<file path="config.mk">
export PLATFORM = sky130hd
export DESIGN_NAME = if_fetch_ctrl
export DESIGN_NICKNAME = d
export VERILOG_FILES = /design/src/rtl/if_fetch_ctrl.sv
export SDC_FILE = /design/constraint.sdc
export NUM_CORES = 1
export LEC_CHECK = 0
export CORE_AREA = 5 5 266 138
export DETAILED_ROUTE_END_ITERATION = 6
export DIE_AREA = 0 0 271 143
export GPL_TIMING_DRIVEN = 0
export MAX_ROUTING_LAYER = met4
export PLACE_DENSITY = 0.55
export SLEW_MARGIN = 5
export SYNTH_ARGS = -nofsm -noshare
export SYNTH_HDL_FRONTEND = slang
export SYNTH_SLANG_ARGS = --single-unit
export TNS_END_PERCENT = 1
</file>
<file path="constraint.sdc">
create_clock -name clk_i -period 4.9 [get_ports clk_i]
set_clock_uncertainty 0.1 [all_clocks]
set_input_delay 0.735 -clock clk_i [delete_from_list [all_inputs] [get_ports clk_i]]
set_output_delay 0.735 -clock clk_i [all_outputs]
set_load 0.01 [all_outputs]
</file>
<file path="src/rtl/if_fetch_ctrl.sv">
// if_fetch_ctrl
// Fetch-stage sequencer. It owns the fetch PC, keeps at most one 64-bit line
// request in flight to the instruction cache, and writes each returned fetch
// block (two 32-bit instructions) into the instruction queue. Queue credits
// gate new requests. Redirects squash the in-flight request and flush the
// queue.
//
// Ports
//   clk_i, rstn_i        clock, asynchronous active-low reset
//   redirect_valid_i/pc  redirect request and target (bits [1:0] ignored)
//   stall_i              holds off new icache requests
//   icache_req_*         line request handshake and line-aligned address
//   icache_resp_*        one-cycle response pulse with the 64-bit block
//   iq_free_i            free instruction-queue slots
//   iq_wr_*              registered block write (data, PC, slot mask)
//   iq_flush_o           one-cycle queue flush after a redirect
//   fetch_pc_o           current fetch PC
`timescale 1ns/1ps
module if_fetch_ctrl #(
  parameter int                   ADDR_SIZE     = 64,
  parameter int                   VADD_SIZE     = 40,
  parameter int                   IBLOCK_BYTE   = 8,
  parameter int                   IQUEUE_DEPTH  = 4,
  parameter logic [ADDR_SIZE-1:0] RESET_ADDRESS = 64'h0
) (
  input  logic                            clk_i,
  input  logic                            rstn_i,
  input  logic                            redirect_valid_i,
  input  logic [ADDR_SIZE-1:0]            redirect_pc_i,
  input  logic                            stall_i,
  output logic                            icache_req_valid_o,
  input  logic                            icache_req_ready_i,
  output logic [VADD_SIZE-1:0]            icache_req_vaddr_o,
  input  logic                            icache_resp_valid_i,
  input  logic [63:0]                     icache_resp_data_i,
  input  logic [$clog2(IQUEUE_DEPTH):0]   iq_free_i,
  output logic                            iq_wr_valid_o,
  output logic [63:0]                     iq_wr_data_o,
  output logic [ADDR_SIZE-1:0]            iq_wr_pc_o,
  output logic [1:0]                      iq_wr_mask_o,
  output logic                            iq_flush_o,
  output logic [ADDR_SIZE-1:0]            fetch_pc_o
);

  localparam int FREE_W = $clog2(IQUEUE_DEPTH) + 1;

  typedef enum logic [1:0] {
    S_IDLE = 2'd0,
    S_REQ  = 2'd1,
    S_WAIT = 2'd2,
    S_KILL = 2'd3
  } state_t;

  state_t                r_state;
  logic [ADDR_SIZE-1:0]  r_pc;
  logic                  r_wr_valid;
  logic [63:0]           r_wr_data;
  logic [ADDR_SIZE-1:0]  r_wr_pc;
  logic [1:0]            r_wr_mask;
  logic                  r_flush;

  logic [1:0]            w_mask;
  logic [FREE_W-1:0]     w_need;
  logic                  w_redirect;
  logic                  w_wr_valid;
  logic                  w_req_valid;
  logic                  w_handshake;
  logic [ADDR_SIZE-1:0]  w_redir_pc;
  logic [ADDR_SIZE-1:0]  w_pc_next;

  // A PC in the upper half of the block only carries one live instruction.
  assign w_mask     = r_pc[2] ? 2'b10 : 2'b11;
  assign w_need     = r_pc[2] ? FREE_W'(1) : FREE_W'(2);
  assign w_redirect = redirect_valid_i && (r_state != S_IDLE);
  assign w_redir_pc = redirect_pc_i & ~ADDR_SIZE'(3);
  assign w_pc_next  = {r_pc[ADDR_SIZE-1:3], 3'b000} + ADDR_SIZE'(IBLOCK_BYTE);

  // A write presented in the same cycle as a redirect is dropped: the queue
  // is about to be flushed anyway.
  assign w_wr_valid = r_wr_valid && !w_redirect;

  // While a write is being presented, iq_free_i does not yet account for it,
  // so no request may be launched on stale credit.
  assign w_req_valid = (r_state == S_REQ) && !stall_i && !w_wr_valid &&
                       (iq_free_i >= w_need);
  assign w_handshake = w_req_valid && icache_req_ready_i;

  assign icache_req_valid_o = w_req_valid;
  assign icache_req_vaddr_o = {r_pc[VADD_SIZE-1:3], 3'b000};
  assign iq_wr_valid_o      = w_wr_valid;
  assign iq_wr_data_o       = r_wr_data;
  assign iq_wr_pc_o         = r_wr_pc;
  assign iq_wr_mask_o       = r_wr_mask;
  assign iq_flush_o         = r_flush;
  assign fetch_pc_o         = r_pc;

  always_ff @(posedge clk_i or negedge rstn_i) begin
    if (!rstn_i) begin
      r_state    <= S_IDLE;
      r_pc       <= RESET_ADDRESS;
      r_wr_valid <= 1'b0;
      r_wr_data  <= '0;
      r_wr_pc    <= '0;
      r_wr_mask  <= '0;
      r_flush    <= 1'b0;
    end else begin
      r_wr_valid <= 1'b0;
      r_flush    <= w_redirect;
      if (w_redirect) begin
        r_pc <= w_redir_pc;
      end
      case (r_state)
        S_IDLE: begin
          r_state <= S_REQ;
        end
        S_REQ: begin
          // A request accepted alongside a redirect still returns data,
          // which must be swallowed in KILL.
          if (w_handshake) begin
            r_state <= w_redirect ? S_KILL : S_WAIT;
          end
        end
        S_WAIT: begin
          if (w_redirect) begin
            r_state <= icache_resp_valid_i ? S_REQ : S_KILL;
          end else if (icache_resp_valid_i) begin
            r_wr_valid <= 1'b1;
            r_wr_data  <= icache_resp_data_i;
            r_wr_pc    <= r_pc;
            r_wr_mask  <= w_mask;
            r_pc       <= w_pc_next;
            r_state    <= S_REQ;
          end
        end
        S_KILL: begin
          if (icache_resp_valid_i) begin
            r_state <= S_REQ;
          end
        end
        default: r_state <= S_IDLE;
      endcase
    end
  end

endmodule

</file>
==> results.json, run 1 <==
{
  "path_cells": "clkbuf_1 -> o21ai_1 -> clkbuf_1 -> and2_1 -> clkdlybuf4s50_1",
  "ys_ff_latch": 198,
  "critPathKind": "reg2out",
  "arrival_ps": 3530,
  "area_growth_pct": 48.40,
  "crit_path_end_kind": "output pin",
  "clk_pin_slew_ps": 80,
  "yosys.area_share.simple_pct": 30.34,
  "rsz0062_at_grt": "false",
  "nets": 1725,
  "ctsResizeCount": 0,
  "drive_above_1_share_pct": 6.758,
  "hold_ws_ps": 207.8,
  "period_minus_slack_ps": 4361,
  "yosysSeqAreaShare_pct": 49.24,
  "coreArea_sq_um": 34050,
  "port_buffers": 366,
  "ir_worst_vdd_mv": 0.2441,
  "synthFlopType": "dfrtp_1",
  "place_hpwl_um": 33490,
  "slew_violations": 0,
  "finalHoldViolCount": 0,
  "drc": 0,
  "stdcell_area_sq_um": 14930,
  "ys.warnings.count": 0,
  "synth_compound_area_share_pct": 10.48,
  "status": "finished, final reports clean",
  "via_count": 10450,
  "synth_fa_ha_area_share_pct": 0.3730,
  "grt_usage_pct": 23.02,
  "cts-root-buf": "clkbuf_16",
  "setup_viol": 0,
  "cp_common_cell": "clkbuf_1",
  "grt_pass1_wl_um": 65430,
  "powerDensity_nw_per_um2": 374.4,
  "power_frac_seq_pct": 40.5,
  "die_h_um": 143,
  "p_clk_share_pct": 26.8,
  "postCtsHoldBufs": 0,
  "critPathMaxStageDelay_ps": 990,
  "yosysTopAreaCell": "dfrtp_1",
  "firstDrtPassIters": 5,
  "cts_sinks": 198,
  "drv_cap": 0,
  "cts_buffer_depth": 2,
  "antenna_found_initial": 2,
  "synth-edff-count": 0,
  "path_max_fanout": 10,
  "dpl_cell_area_sq_um": 14330,
  "synth_xor_area_share_pct": 1.480,
  "slew_headroom_pct": 18.04,
  "ys_top_cells_by_area": "dfrtp_1 49%, nand2_1 17%, buf_4 3.0%",
  "clk_latency_ps": 460,
  "grt_max_degree": 107,
  "start_kind": "flip-flop",
  "via_per_inst": 5.099,
  "numCtsBuffers": 17,
  "syn_area_per_cell_sq_um": 8.407,
  "final_common_cell": "nand2_1",
  "tightest_slew_ps": 1221,
  "die_w_um": 271,
  "yosysTopAreaCellShare_pct": 49.24,
  "comb_power_share_pct": 32.7,
  "hp-class": "in2async",
  "syn_inst": 1197,
  "final_cell_mix": "444 x nand2_1, 365 x clkdlybuf4s50_1, 198 x dfrtp_1",
  "fp-row-count": 48,
  "initial_utilization_pct": 29.55,
  "fillers": 3378,
  "critPathRequiredTime_ps": 4070,
  "post-route-period-util_pct": 89.00,
  "wl_um": 44130,
  "antenna_left": 0,
  "synth_top_family_by_area": "simple AND/OR/NAND/NOR gates",
  "slowest_stage": "o21ai_1",
  "fmax_mhz": 229.3,
  "overflow": 0,
  "syn-cell-area_sq_um": 10060,
  "gp_congestion": 0.9180,
  "grt_pass1_vias": 10180,
  "async_flop_share_pct": 100.0,
  "first_iter_violations": 1180,
  "cts_setup_buffers": 0,
  "htree_levels": 4,
  "ys_types": 71,
  "p_sw_mw": 1.902,
  "sw_frac_of_total_pct": 34.02,
  "dieArea_sq_um": 38750,
  "leakagePower_nw": 6.591,
  "wire_per_inst_um": 21.53,
  "cts_tree": "yes",
  "synth_mux_area_share_pct": 1.554,
  "ios": 374,
  "p_int_mw": 3.689
}
metrics by stage:
stage,setup TNS (ps),utilization (%),power [mW],setup WS (ps),cells
after floorplan,0,-,2.931,2150,1199
after global placement,-1223360,41.99,4.097,-6215,2015
after detailed placement,0,42.08,4.124,441.5,2016
after CTS,0,43.84,5.643,614.3,2048
after global routing,0,43.86,5.902,399.3,2050
final,0,43.86,5.591,538.8,2050
synthesized netlist by cell type (4+ instances only):
cell / count
and3_1: 16
a22oi_1: 6
clkbuf_1: 62
nor2b_1: 5
a21oi_1: 17
a221oi_1: 4
nand4_1: 30
and2_1: 6
nor2_1: 49
mux2_2: 5
xor2_1: 10
o211ai_1: 14
nor4_1: 14
or4_1: 8
nor3_1: 21
or3_1: 9
o21ai_0: 49
nand3_1: 42
nand2_1: 444
o311ai_0: 6
buf_2: 7
a211oi_1: 4
mux2i_1: 10
dfrtp_1: 198
o32ai_1: 5
o21bai_1: 5
buf_1: 4
inv_1: 16
buf_4: 40
o22ai_1: 5
a31oi_1: 7
o211a_1: 4
a32oi_1: 4
xnor2_1: 7
per-layer routing:
layer	GRT usage (%)	share of wire (%)	vias to the layer above
met5	-	0	-
met4	5.250	1.4	0
met3	8.311	12	32
met2	30.92	41	553
met1	32.87	45	5044
li1	-	-	4824
worst max-delay path, delay by kind of cell (launching register included):
kind,cells,cell delay (ps)
buffers and inverters,3,1410
AOI/OAI and AO/OA,1,990
DFF,1,420
and+or+nand+nor,1,220
registers in the layout, indices dropped and copies added (netlist names):
name          flops
iq_wr_data_o     64
iq_wr_pc_o       64
fetch_pc_o       64
iq_wr_mask_o      2
iq_flush_o        1
r_state           2
r_wr_valid        1
kinds of logic after synthesis:
| group | Yosys count |
|---|---|
| muxes | 15 |
| buffers and inverters | 132 |
| DFF | 198 |
| xor gates and xnor gates | 17 |
| and+or+nand+nor | 675 |
| other | 1 |
| adders and majority gates | 3 |
| AOI/OAI and AO/OA | 156 |
cell type report:
class | count | area, sq um | share of cell area [%]
sequential | 198 | 4955 | 33.18
multi-input combinational | 869 | 4462 | 29.88
clock inverter | 12 | 132.6 | 0.8881
timing repair buffer | 367 | 3696 | 24.75
antenna | 2 | 5.005 | 0.03351
tap | 450 | 563.0 | 3.770
clock buffer | 20 | 466.7 | 3.125
inverter | 19 | 71.32 | 0.4775
buffer | 113 | 583.1 | 3.904
power by group through the flow:
| stage | sequential [mW] | combinational (mW) | clock, mW |
|---|---|---|---|
| global placement | 2.28 | 1.82 | 0 |
| finish | 2.26 | 1.83 | 1.50 |
| floorplan | 2.36 | 0.566 | 0 |
| CTS | 2.26 | 1.84 | 1.54 |
| global route | 2.31 | 1.97 | 1.61 |
| detailed placement | 2.29 | 1.84 | 0 |
worst paths after layout:
| path | startpoint | endpoint | slack [ps] | cells after the start |
|---|---|---|---|---|
| max | r_state[1] | iq_wr_valid_o | 540 | 5 |
| max reg2reg | r_state[0] | iq_wr_data_o[62] | 820 | 9 |
| min in group clk_i | iq_wr_mask_o[1] | iq_wr_mask_o[1] | 380 | 1 |
| max in group asynchronous | rstn_i | fetch_pc_o[0] | 3390 | 2 |
| min reg2reg | iq_wr_mask_o[1] | iq_wr_mask_o[1] | 380 | 1 |
| min | rstn_i | iq_wr_pc_o[32] | 210 | 1 |
Note: power is estimated with default switching activity, not from simulation.
==> run 2: changes to the inputs <==
--- a/config.mk
+++ b/config.mk
@@ -11,7 +11,6 @@
 export GPL_TIMING_DRIVEN = 0
 export MAX_ROUTING_LAYER = met4
 export PLACE_DENSITY = 0.55
-export SLEW_MARGIN = 5
 export SYNTH_ARGS = -nofsm -noshare
 export SYNTH_HDL_FRONTEND = slang
 export SYNTH_SLANG_ARGS = --single-unit
==> run 2 against run 1 <==
Effect of this change:
- register-to-register slack worse by 20 ps
- global-route usage hardly changed
- first-iteration DRC count is 6.6% lower
- via count is 0.43% lower
- critical path depth stayed put
- wire length hardly changed
- sequential power hardly changed
- core utilization is 0.055 points lower
- final area is 0.13% lower
- sequential cell count stayed put
- critical endpoint unchanged
- largest cell class unchanged
==> results.json, run 2 (synthesis gave the netlist of run 1 again) <==
{
  "critPathKind": "reg2out",
  "die_w_um": 271,
  "gp_congestion": 0.9180,
  "slowest_stage": "o21ai_1",
  "ios": 374,
  "wire_per_inst_um": 21.52,
  "die_h_um": 143,
  "start_kind": "flip-flop",
  "cts_sinks": 198,
  "clk_pin_slew_ps": 80,
  "fp-row-count": 48,
  "cts-root-buf": "clkbuf_16",
  "path_cells": "clkbuf_1 -> o21ai_1 -> clkbuf_1 -> and2_1 -> clkdlybuf4s50_1",
  "comb_power_share_pct": 32.9,
  "path_max_fanout": 10,
  "hp-class": "in2async",
  "firstDrtPassIters": 7,
  "dpl_cell_area_sq_um": 14330,
  "drc": 0,
  "initial_utilization_pct": 29.55,
  "drv_cap": 0,
  "status": "finished, final reports clean",
  "setup_viol": 0,
  "area_growth_pct": 48.22,
  "place_worst_setup_slack_ps": 334.1,
  "numCtsBuffers": 17,
  "p_sw_mw": 1.907,
  "hold_ws_ps": 197.0,
  "r2r-start": "r_state[0]",
  "first_iter_violations": 1102,
  "dp_cells": 2016,
  "post-route-period-util_pct": 87.53,
  "slew_violations": 0,
  "cts_tree": "yes",
  "cp_common_cell": "clkbuf_1",
  "antenna_left": 0,
  "crit_path_end_kind": "output pin",
  "slew_headroom_pct": 22.55,
  "arrival_ps": 3450,
  "grt_pass1_vias": 10090,
  "fin_tns_setup_ps": 0,
  "grt_usage_pct": 23.01,
  "top_layer_used": "met4",
  "ir_worst_vdd_mv": 0.2427,
  "drive_above_1_share_pct": 6.696,
  "powerDensity_nw_per_um2": 373.2,
  "setup.worst_path.start": "r_state[1]",
  "critPathRequiredTime_ps": 4070,
  "worst_slack_ps": 610.9,
  "cts_buffer_depth": 2,
  "dieArea_sq_um": 38750,
  "period_minus_slack_ps": 4289,
  "stdcell_area_sq_um": 14920,
  "cts_setup_buffers": 0,
  "finalHoldViolCount": 0,
  "grt_pass1_wl_um": 65440,
  "nets": 1725,
  "port_buffers": 366,
  "overflow": 0,
  "place_hpwl_um": 33520,
  "m1WireLength_um": 20490,
  "rsz0062_at_grt": "false",
  "fmax_mhz": 233.1,
  "power_frac_seq_pct": 40.6,
  "grt_max_degree": 110,
  "p_clk_share_pct": 26.5,
  "cp_top_family": "buffers and inverters",
  "dr_wl_met2_um": 17980,
  "wl_um": 44120,
  "postCtsHoldBufs": 0,
  "via_count": 10410,
  "wl_met3_um": 4871,
  "via_per_inst": 5.077,
  "ctsResizeCount": 0,
  "coreArea_sq_um": 34050,
  "critPathMaxStageDelay_ps": 940,
  "final_cell_mix": "444 x nand2_1, 365 x clkdlybuf4s50_1, 198 x dfrtp_1",
  "p_int_mw": 3.660,
  "final_common_cell": "nand2_1",
  "sw_frac_of_total_pct": 34.25,
  "cp_num_buf_inv": 3,
  "antenna_found_initial": 3,
  "fin_cells": 2050,
  "htree_levels": 4,
  "tightest_slew_ps": 1154,
  "clk_latency_ps": 470,
  "leakagePower_nw": 6.582
}
## run 2: changes by cell type in the layout (fill, tap and decap cells not counted)
| cell | previous run | this run |
|---|---|---|
| clkbuf_8 | 3 | 1 |
| clkbuf_1 | 62 | 63 |
| clkinv_2 | 0 | 1 |
## run 2: cell type report
cell class	instances	area, sq um
antenna	2	5.005
buffer	113	583.1
clock buffer	19	442.9
clock inverter	13	137.6
fill	3363	19140
inverter	19	71.32
multi-input combinational	869	4462
sequential	198	4955
tap	450	563.0
timing repair buffer	367	3696
## run 2: path summary, 6_finish.rpt
kind                       cells past startpoint  slack (ps)               end
setup / recovery                               5         610     iq_wr_valid_o
hold / removal                                 1         200    iq_wr_pc_o[32]
setup reg to reg                               9         800  iq_wr_data_o[62]
hold reg to reg                                2         380  iq_wr_data_o[45]
max in group asynchronous                      2        3450  iq_wr_data_o[45]
min in group clk_i                             2         380  iq_wr_data_o[45]
## run 2: metal layers
metal | vias up | GRT usage [%]
met4 | 0 | 5.897
met5 | - | -
met2 | 505 | 30.80
li1 | 4819 | -
met3 | 49 | 8.244
met1 | 5035 | 32.72
## run 2: stage by stage
stage / total power [mW] / utilization, %
after floorplan: 2.931 / -
after global placement: 4.097 / 41.99
after detailed placement: 4.123 / 42.08
after CTS: 5.616 / 43.79
after global routing: 5.869 / 43.80
final: 5.567 / 43.80
## run 2: power groups by stage
stage	combinational, mW	sequential, mW	clock [mW]
2_1_floorplan	0.566	2.36	0
3_3_place_gp	1.82	2.28	0
3_5_place_dp	1.84	2.29	0
4_1_cts	1.85	2.26	1.51
5_1_grt	1.98	2.31	1.58
6_report	1.83	2.26	1.48
